$ cat src/rtl/mem_port_arbiter_pkg.sv
// Shared definitions for the memory-port arbiter and the processor control path.
// Holds FSM encodings, requester IDs and default bus widths.
package mem_port_arbiter_pkg;

  localparam int ARB_ADDR_W = 26;
  localparam int ARB_DATA_W = 32;

  typedef enum logic [1:0] {
    ARB_IDLE   = 2'd0,
    ARB_ACCESS = 2'd1,
    ARB_DONE   = 2'd2
  } arb_state_e;

  localparam logic ARB_PORT_IF = 1'b0;
  localparam logic ARB_PORT_LS = 1'b1;

  // Processor control-unit states; the control FSM raises arbiter requests.
  typedef enum logic [2:0] {
    CPU_FETCH     = 3'd0,
    CPU_DECODE    = 3'd1,
    CPU_EXECUTE   = 3'd2,
    CPU_MEM       = 3'd3,
    CPU_WRITEBACK = 3'd4
  } cpu_state_e;

  function automatic logic arb_other_port(input logic id);
    return ~id;
  endfunction

endpackage

$ cat src/rtl/mem_port_arbiter_if.sv
// Bundle of requester handshakes and memory-port signals around the arbiter.
// The slave modport is the arbiter's view; master is the requester/memory side.
interface mem_port_arbiter_if
  import mem_port_arbiter_pkg::*;
#(
  parameter int ADDR_WIDTH = ARB_ADDR_W,
  parameter int DATA_WIDTH = ARB_DATA_W
);

  logic                  IF_REQ;
  logic [ADDR_WIDTH-1:0] IF_ADDR;
  logic                  IF_ACK;
  logic [DATA_WIDTH-1:0] IF_RDATA;
  logic                  LS_REQ;
  logic                  LS_WE;
  logic [ADDR_WIDTH-1:0] LS_ADDR;
  logic [DATA_WIDTH-1:0] LS_WDATA;
  logic                  LS_ACK;
  logic [DATA_WIDTH-1:0] LS_RDATA;
  logic                  MEM_READ;
  logic                  MEM_WRITE;
  logic [ADDR_WIDTH-1:0] MEM_ADDR;
  logic [DATA_WIDTH-1:0] MEM_WDATA;
  logic [DATA_WIDTH-1:0] MEM_RDATA;
  logic                  BUSY;

  modport master (
    output IF_REQ, IF_ADDR, LS_REQ, LS_WE, LS_ADDR, LS_WDATA, MEM_RDATA,
    input  IF_ACK, IF_RDATA, LS_ACK, LS_RDATA,
    input  MEM_READ, MEM_WRITE, MEM_ADDR, MEM_WDATA, BUSY
  );

  modport slave (
    input  IF_REQ, IF_ADDR, LS_REQ, LS_WE, LS_ADDR, LS_WDATA, MEM_RDATA,
    output IF_ACK, IF_RDATA, LS_ACK, LS_RDATA,
    output MEM_READ, MEM_WRITE, MEM_ADDR, MEM_WDATA, BUSY
  );

endinterface

$ cat src/rtl/mem_port_arbiter_rr_pick2.sv
// Combinational two-way round-robin picker between fetch and load/store.
// On a tie the port that did not win last time is chosen.
module arb_rr_pick2
  import mem_port_arbiter_pkg::*;
(
  input  logic IF_REQ,
  input  logic LS_REQ,
  input  logic LAST,
  output logic GRANT_VALID,
  output logic GRANT_ID
);

  always_comb begin
    GRANT_VALID = IF_REQ | LS_REQ;
    GRANT_ID    = ARB_PORT_IF;
    if (IF_REQ && LS_REQ) begin
      GRANT_ID = arb_other_port(LAST);
    end else if (LS_REQ) begin
      GRANT_ID = ARB_PORT_LS;
    end
  end

endmodule

$ cat src/rtl/mem_port_arbiter.sv
// Shares the single memory port between instruction fetch and load/store,
// holding each strobe for MEM_LAT cycles and acknowledging with a one-cycle pulse.
module mem_port_arbiter
  import mem_port_arbiter_pkg::*;
#(
  parameter int ADDR_WIDTH = ARB_ADDR_W,
  parameter int DATA_WIDTH = ARB_DATA_W,
  parameter int MEM_LAT    = 2
)(
  input  logic CLK,
  input  logic RST,
  mem_port_arbiter_if.slave bus
);

  // MEM_LAT is limited to 1..15 so the access counter fits in four bits.
  localparam logic [3:0] LAT_LAST = 4'(MEM_LAT - 1);

  arb_state_e            state_q, state_d;
  logic [3:0]            cnt_q, cnt_d;
  logic                  last_q, last_d;
  logic                  port_q, port_d;
  logic                  we_q, we_d;
  logic [ADDR_WIDTH-1:0] addr_q, addr_d;
  logic [DATA_WIDTH-1:0] wdata_q, wdata_d;
  logic [DATA_WIDTH-1:0] if_rdata_q, if_rdata_d;
  logic [DATA_WIDTH-1:0] ls_rdata_q, ls_rdata_d;
  logic                  grant_valid;
  logic                  grant_id;

  arb_rr_pick2 u_pick (
    .IF_REQ      (bus.IF_REQ),
    .LS_REQ      (bus.LS_REQ),
    .LAST        (last_q),
    .GRANT_VALID (grant_valid),
    .GRANT_ID    (grant_id)
  );

  always_ff @(posedge CLK or posedge RST) begin
    if (RST) begin
      state_q    <= ARB_IDLE;
      cnt_q      <= '0;
      last_q     <= ARB_PORT_LS;
      port_q     <= ARB_PORT_IF;
      we_q       <= 1'b0;
      addr_q     <= '0;
      wdata_q    <= '0;
      if_rdata_q <= '0;
      ls_rdata_q <= '0;
    end else begin
      state_q    <= state_d;
      cnt_q      <= cnt_d;
      last_q     <= last_d;
      port_q     <= port_d;
      we_q       <= we_d;
      addr_q     <= addr_d;
      wdata_q    <= wdata_d;
      if_rdata_q <= if_rdata_d;
      ls_rdata_q <= ls_rdata_d;
    end
  end

  always_comb begin
    state_d    = state_q;
    cnt_d      = cnt_q;
    last_d     = last_q;
    port_d     = port_q;
    we_d       = we_q;
    addr_d     = addr_q;
    wdata_d    = wdata_q;
    if_rdata_d = if_rdata_q;
    ls_rdata_d = ls_rdata_q;
    case (state_q)
      ARB_IDLE: begin
        if (grant_valid) begin
          state_d = ARB_ACCESS;
          cnt_d   = '0;
          last_d  = grant_id;
          port_d  = grant_id;
          // Fetches are always reads; snapshot the request so later input changes are ignored.
          if (grant_id == ARB_PORT_LS) begin
            we_d    = bus.LS_WE;
            addr_d  = bus.LS_ADDR;
            wdata_d = bus.LS_WDATA;
          end else begin
            we_d    = 1'b0;
            addr_d  = bus.IF_ADDR;
            wdata_d = '0;
          end
        end
      end
      ARB_ACCESS: begin
        if (cnt_q == LAT_LAST) begin
          state_d = ARB_DONE;
          cnt_d   = '0;
          if (!we_q) begin
            if (port_q == ARB_PORT_LS) begin
              ls_rdata_d = bus.MEM_RDATA;
            end else begin
              if_rdata_d = bus.MEM_RDATA;
            end
          end
        end else begin
          cnt_d = cnt_q + 4'd1;
        end
      end
      ARB_DONE: begin
        state_d = ARB_IDLE;
        cnt_d   = '0;
      end
      default: begin
        state_d = ARB_IDLE;
        cnt_d   = '0;
      end
    endcase
  end

  // Outputs decode registered state only, so an async reset clears them at once.
  always_comb begin
    bus.MEM_READ  = 1'b0;
    bus.MEM_WRITE = 1'b0;
    bus.MEM_ADDR  = '0;
    bus.MEM_WDATA = '0;
    bus.IF_ACK    = 1'b0;
    bus.LS_ACK    = 1'b0;
    bus.IF_RDATA  = if_rdata_q;
    bus.LS_RDATA  = ls_rdata_q;
    bus.BUSY      = (state_q != ARB_IDLE);
    if (state_q == ARB_ACCESS) begin
      bus.MEM_READ  = !we_q;
      bus.MEM_WRITE = we_q;
      bus.MEM_ADDR  = addr_q;
      bus.MEM_WDATA = wdata_q;
    end
    if (state_q == ARB_DONE) begin
      bus.IF_ACK = (port_q == ARB_PORT_IF);
      bus.LS_ACK = (port_q == ARB_PORT_LS);
    end
  end

endmodule
$ cat src/flat_wrapper.sv
// flat-port wrapper written by rule: the top's interface ports become plain ports
module mem_port_arbiter_flat import mem_port_arbiter_pkg::*;
#(
  parameter int ADDR_WIDTH = ARB_ADDR_W,
  parameter int DATA_WIDTH = ARB_DATA_W,
  parameter int MEM_LAT    = 2
)
  (CLK, RST, bus_IF_REQ, bus_IF_ADDR, bus_LS_REQ, bus_LS_WE, bus_LS_ADDR, bus_LS_WDATA, bus_MEM_RDATA, bus_IF_ACK, bus_IF_RDATA, bus_LS_ACK, bus_LS_RDATA, bus_MEM_READ, bus_MEM_WRITE, bus_MEM_ADDR, bus_MEM_WDATA, bus_BUSY);
  mem_port_arbiter_if #(.ADDR_WIDTH(ADDR_WIDTH), .DATA_WIDTH(DATA_WIDTH)) bus_i ();
  input  logic CLK;
  input  logic RST;
  input wire logic [$bits(bus_i.IF_REQ)-1:0] bus_IF_REQ;
  input wire logic [$bits(bus_i.IF_ADDR)-1:0] bus_IF_ADDR;
  input wire logic [$bits(bus_i.LS_REQ)-1:0] bus_LS_REQ;
  input wire logic [$bits(bus_i.LS_WE)-1:0] bus_LS_WE;
  input wire logic [$bits(bus_i.LS_ADDR)-1:0] bus_LS_ADDR;
  input wire logic [$bits(bus_i.LS_WDATA)-1:0] bus_LS_WDATA;
  input wire logic [$bits(bus_i.MEM_RDATA)-1:0] bus_MEM_RDATA;
  output wire logic [$bits(bus_i.IF_ACK)-1:0] bus_IF_ACK;
  output wire logic [$bits(bus_i.IF_RDATA)-1:0] bus_IF_RDATA;
  output wire logic [$bits(bus_i.LS_ACK)-1:0] bus_LS_ACK;
  output wire logic [$bits(bus_i.LS_RDATA)-1:0] bus_LS_RDATA;
  output wire logic [$bits(bus_i.MEM_READ)-1:0] bus_MEM_READ;
  output wire logic [$bits(bus_i.MEM_WRITE)-1:0] bus_MEM_WRITE;
  output wire logic [$bits(bus_i.MEM_ADDR)-1:0] bus_MEM_ADDR;
  output wire logic [$bits(bus_i.MEM_WDATA)-1:0] bus_MEM_WDATA;
  output wire logic [$bits(bus_i.BUSY)-1:0] bus_BUSY;
  assign bus_i.IF_REQ = bus_IF_REQ;
  assign bus_i.IF_ADDR = bus_IF_ADDR;
  assign bus_i.LS_REQ = bus_LS_REQ;
  assign bus_i.LS_WE = bus_LS_WE;
  assign bus_i.LS_ADDR = bus_LS_ADDR;
  assign bus_i.LS_WDATA = bus_LS_WDATA;
  assign bus_i.MEM_RDATA = bus_MEM_RDATA;
  assign bus_IF_ACK = bus_i.IF_ACK;
  assign bus_IF_RDATA = bus_i.IF_RDATA;
  assign bus_LS_ACK = bus_i.LS_ACK;
  assign bus_LS_RDATA = bus_i.LS_RDATA;
  assign bus_MEM_READ = bus_i.MEM_READ;
  assign bus_MEM_WRITE = bus_i.MEM_WRITE;
  assign bus_MEM_ADDR = bus_i.MEM_ADDR;
  assign bus_MEM_WDATA = bus_i.MEM_WDATA;
  assign bus_BUSY = bus_i.BUSY;
  mem_port_arbiter #(.ADDR_WIDTH(ADDR_WIDTH), .DATA_WIDTH(DATA_WIDTH), .MEM_LAT(MEM_LAT)) u_core (.CLK(CLK), .RST(RST), .bus(bus_i));
endmodule
$ cat config.mk
export PLATFORM = sky130hd
export DESIGN_NAME = mem_port_arbiter_flat
export DESIGN_NICKNAME = d
export VERILOG_FILES = /design/src/rtl/mem_port_arbiter_pkg.sv /design/src/rtl/mem_port_arbiter_if.sv /design/src/rtl/mem_port_arbiter_rr_pick2.sv /design/src/rtl/mem_port_arbiter.sv /design/src/flat_wrapper.sv
export SDC_FILE = /design/constraint.sdc
export NUM_CORES = 1
export LEC_CHECK = 0
export ABC_AREA = 1
export CAP_MARGIN = 20
export CORE_AREA = 2 2 93 184
export CTS_CLUSTER_SIZE = 40
export DETAILED_ROUTE_END_ITERATION = 10
export DIE_AREA = 0 0 95 186
export GPL_ROUTABILITY_DRIVEN = 0
export PLACE_DENSITY = 0.76
export SLEW_MARGIN = 20
export SYNTH_ARGS = -nofsm -noshare
export SYNTH_HDL_FRONTEND = slang
export SYNTH_HIERARCHICAL = 1
export SYNTH_SLANG_ARGS = --single-unit
$ cat constraint.sdc
create_clock -name CLK -period 4.1 [get_ports CLK]
set_input_delay 0.82 -clock CLK [delete_from_list [all_inputs] [get_ports CLK]]
set_output_delay 0.82 -clock CLK [all_outputs]
set_load 0.02 [all_outputs]
==> metrics.cfg <==
[run_status]
status = finished clean

[floorplanning]
fp-row-count = 66
ioPinCount = 248
core_area_um2 = 16270
die_w_um = 95
die_h_um = 186
die_area_um2 = 17670
start_util_pct = 39.09

[drt]
vias = 5643
drtIter0Drc = 159
ant_nets = 0
drc = 0
wl_per_cell_um = 14.31
via_per_inst = 4.547
drtPass1Iterations = 4
wirelength_um = 17760

[critical_path]
cp_max_fo = 30
worstPathArrival_ns = 2.38
cp_data_required_time_ns = 3.28
crit_path_start_kind = register
end_kind = primary output
setup.worst_path.class = reg -> out

[logic_synthesis]
ys_seq_elements = 131
synth.net_count = 919
synth-edff-count = 0
synth_ff_type = dfrtp_1
syn_area_um2 = 6359
netlist.area_leader.share_pct = 51.16
ys_warn_count = 6
ys_seq_area_share_pct = 51.57
syn_inst = 796
synth.avg_cell_area_um2 = 7.988
ys_top_cells_by_area = dfrtp_1 (51%), nand2_1 (11%), inv_1 (9.1%)
synth_cell_types = 25
async_flop_share_pct = 100.0
synth_top_area_cell = dfrtp_1

[clock_tree]
clockBufferDepth = 2
postCtsHoldBufs = 0
h-tree-depth = 4
clk_pin_slew_ns = 0.06
tritoncts = done
clk_latency_ns = 0.40
clock_sinks = 131
postCtsSetupBuffers = 0
clock_tree.root_cell = clkbuf_16
post_cts_resized = 0
cts-buffers-inserted = 17

[placement]
portBuffers = 247
hpwl_um = 12830

[power_and_ir_drop]
peakVddDrop_mv = 0.3355
total_power_mw = 7.581
powerDensity_nw_per_um2 = 797.1
leakagePower_nw = 4.426

[layout]
final_cell_mix = clkdlybuf4s50_1 (247), nand2_1 (194), inv_1 (154), dfrtp_1 (130), o21bai_1 (64)
fillers = 1461
final_nets = 1147
final_common_cell = clkdlybuf4s50_1
drive_above_1_share_pct = 5.207
area_growth_pct = 49.59
n_antenna_cell = 0

[flow_run]
cap_violations = 0

[sta]
rsz0062_at_grt = no
slew_headroom_pct = 47.17
finalCritPeriodShare_pct = 78.14
setup_viol = 0
tightest_slew_ns = 0.7905
skew_ns = 0.01021
slew_violations = 0
finalCriticalPeriod_ns = 3.204
finalSetupTns_ns = 0
fmax_ghz = 0.3121
hold_viol = 0

[hold_path]
hold_class = reg -> reg

[grt]
gr-total-overflow = 0
grt_use_total_pct = 20.68
grt_pass1_wl_um = 28100
busiest_layer = met2
use_met1_pct = 21.51
grtUsageMet3_pct = 3.522
antenna_found_initial = 0
met2_usage_pct = 40.26
grt_max_degree = 85
grt_pass1_vias = 5667

## final timing paths
path,end,from,cells past startpoint,slack [ns]
max in group asynchronous,u_core/last_q,RST,3,2.30
min in group asynchronous,u_core/wdata_q[17],RST,2,0.89
hold reg to reg,u_core/last_q,u_core/last_q,2,0.49
setup reg to reg,u_core/bus.IF_RDATA[25],u_core/cnt_q[1],6,1.85
setup / recovery,bus_MEM_WDATA[6],u_core/state_q[0],6,0.90
hold / removal,u_core/last_q,u_core/last_q,2,0.49
## cell families after synthesis
kind of cell	Yosys count	synth area share, %
simple gates	304	19.89
xor+xnor	1	0.1378
fa+ha+maj	2	0.3935
compound gates	153	14.56
buf+inv	205	13.44
flops	131	51.57
## synth_stat cells (2+ instances only)
cell type	count
nand2_1	194
nor2_1	61
inv_2	4
buf_6	7
inv_1	155
nand3_1	36
clkbuf_1	12
nand3_2	3
buf_1	3
dfrtp_1	130
ha_1	2
nor2_4	3
o21ai_1	42
o21bai_1	64
nor3_1	2
buf_2	23
o21ai_0	46
nand3_4	2
## state kept, by name, indices dropped and copies added, names as in the netlist
| signal | cells |
|---|---|
| u_core/addr_q | 26 |
| u_core/bus.IF_RDATA | 32 |
| u_core/bus.LS_RDATA | 32 |
| u_core/cnt_q | 4 |
| u_core/last_q | 1 |
| u_core/port_q | 1 |
| u_core/state_q | 2 |
| u_core/wdata_q | 32 |
| u_core/we_q | 1 |
## stage by stage
| step | util, % | setup WS, ns | instances | cell area, µm² | hold slack, ns |
|---|---|---|---|---|---|
| floorplan | - | 1.658 | 796 | 6362 | 0.4478 |
| global route | 58.47 | 0.7196 | 1241 | 9512 | 0.5236 |
| CTS | 58.47 | 0.8635 | 1241 | 9512 | 0.4928 |
| global placement | 54.89 | 1.307 | 1209 | 8930 | 0.4916 |
| detailed placement | 54.89 | 1.245 | 1209 | 8930 | 0.4821 |
| finish | 58.47 | 0.8964 | 1241 | 9512 | 0.4896 |
## per-layer routing
layer  routed length, µm  vias up
met5                   0        -
met4                 333        0
met3                 744       17
met2               10130      170
met1                6552     2587
li1                    -     2869
## report_power, final
group | leakage [nW] | internal, mW | switching (mW) | total [mW]
combinational | 2.52 | 1.64 | 2.28 | 3.91
sequential | 1.63 | 1.90 | 0.281 | 2.18
clock | 0.275 | 0.906 | 0.584 | 1.49
total | 4.43 | 4.44 | 3.14 | 7.58
## worst max-delay path, stage by stage (launching register included)
cell,delay (ns)
dfrtp_1,0.44
inv_2,0.08
nor2_2,0.17
inv_2,0.24
buf_4,0.27
nor2_1,0.14
clkdlybuf4s50_1,0.63
## area by class of cell
type / instances / area (µm²) / area share, %
inverters: 159 / 601.8 / 6.327
clock inverters: 13 / 148.9 / 1.565
flip-flops and latches: 131 / 3279 / 34.48
well taps: 204 / 255.2 / 2.684
multi-input cells: 460 / 2236 / 23.51
repair buffers: 255 / 2557 / 26.89
clock buffers: 19 / 432.9 / 4.551
Power figures use the tool's default switching activity.
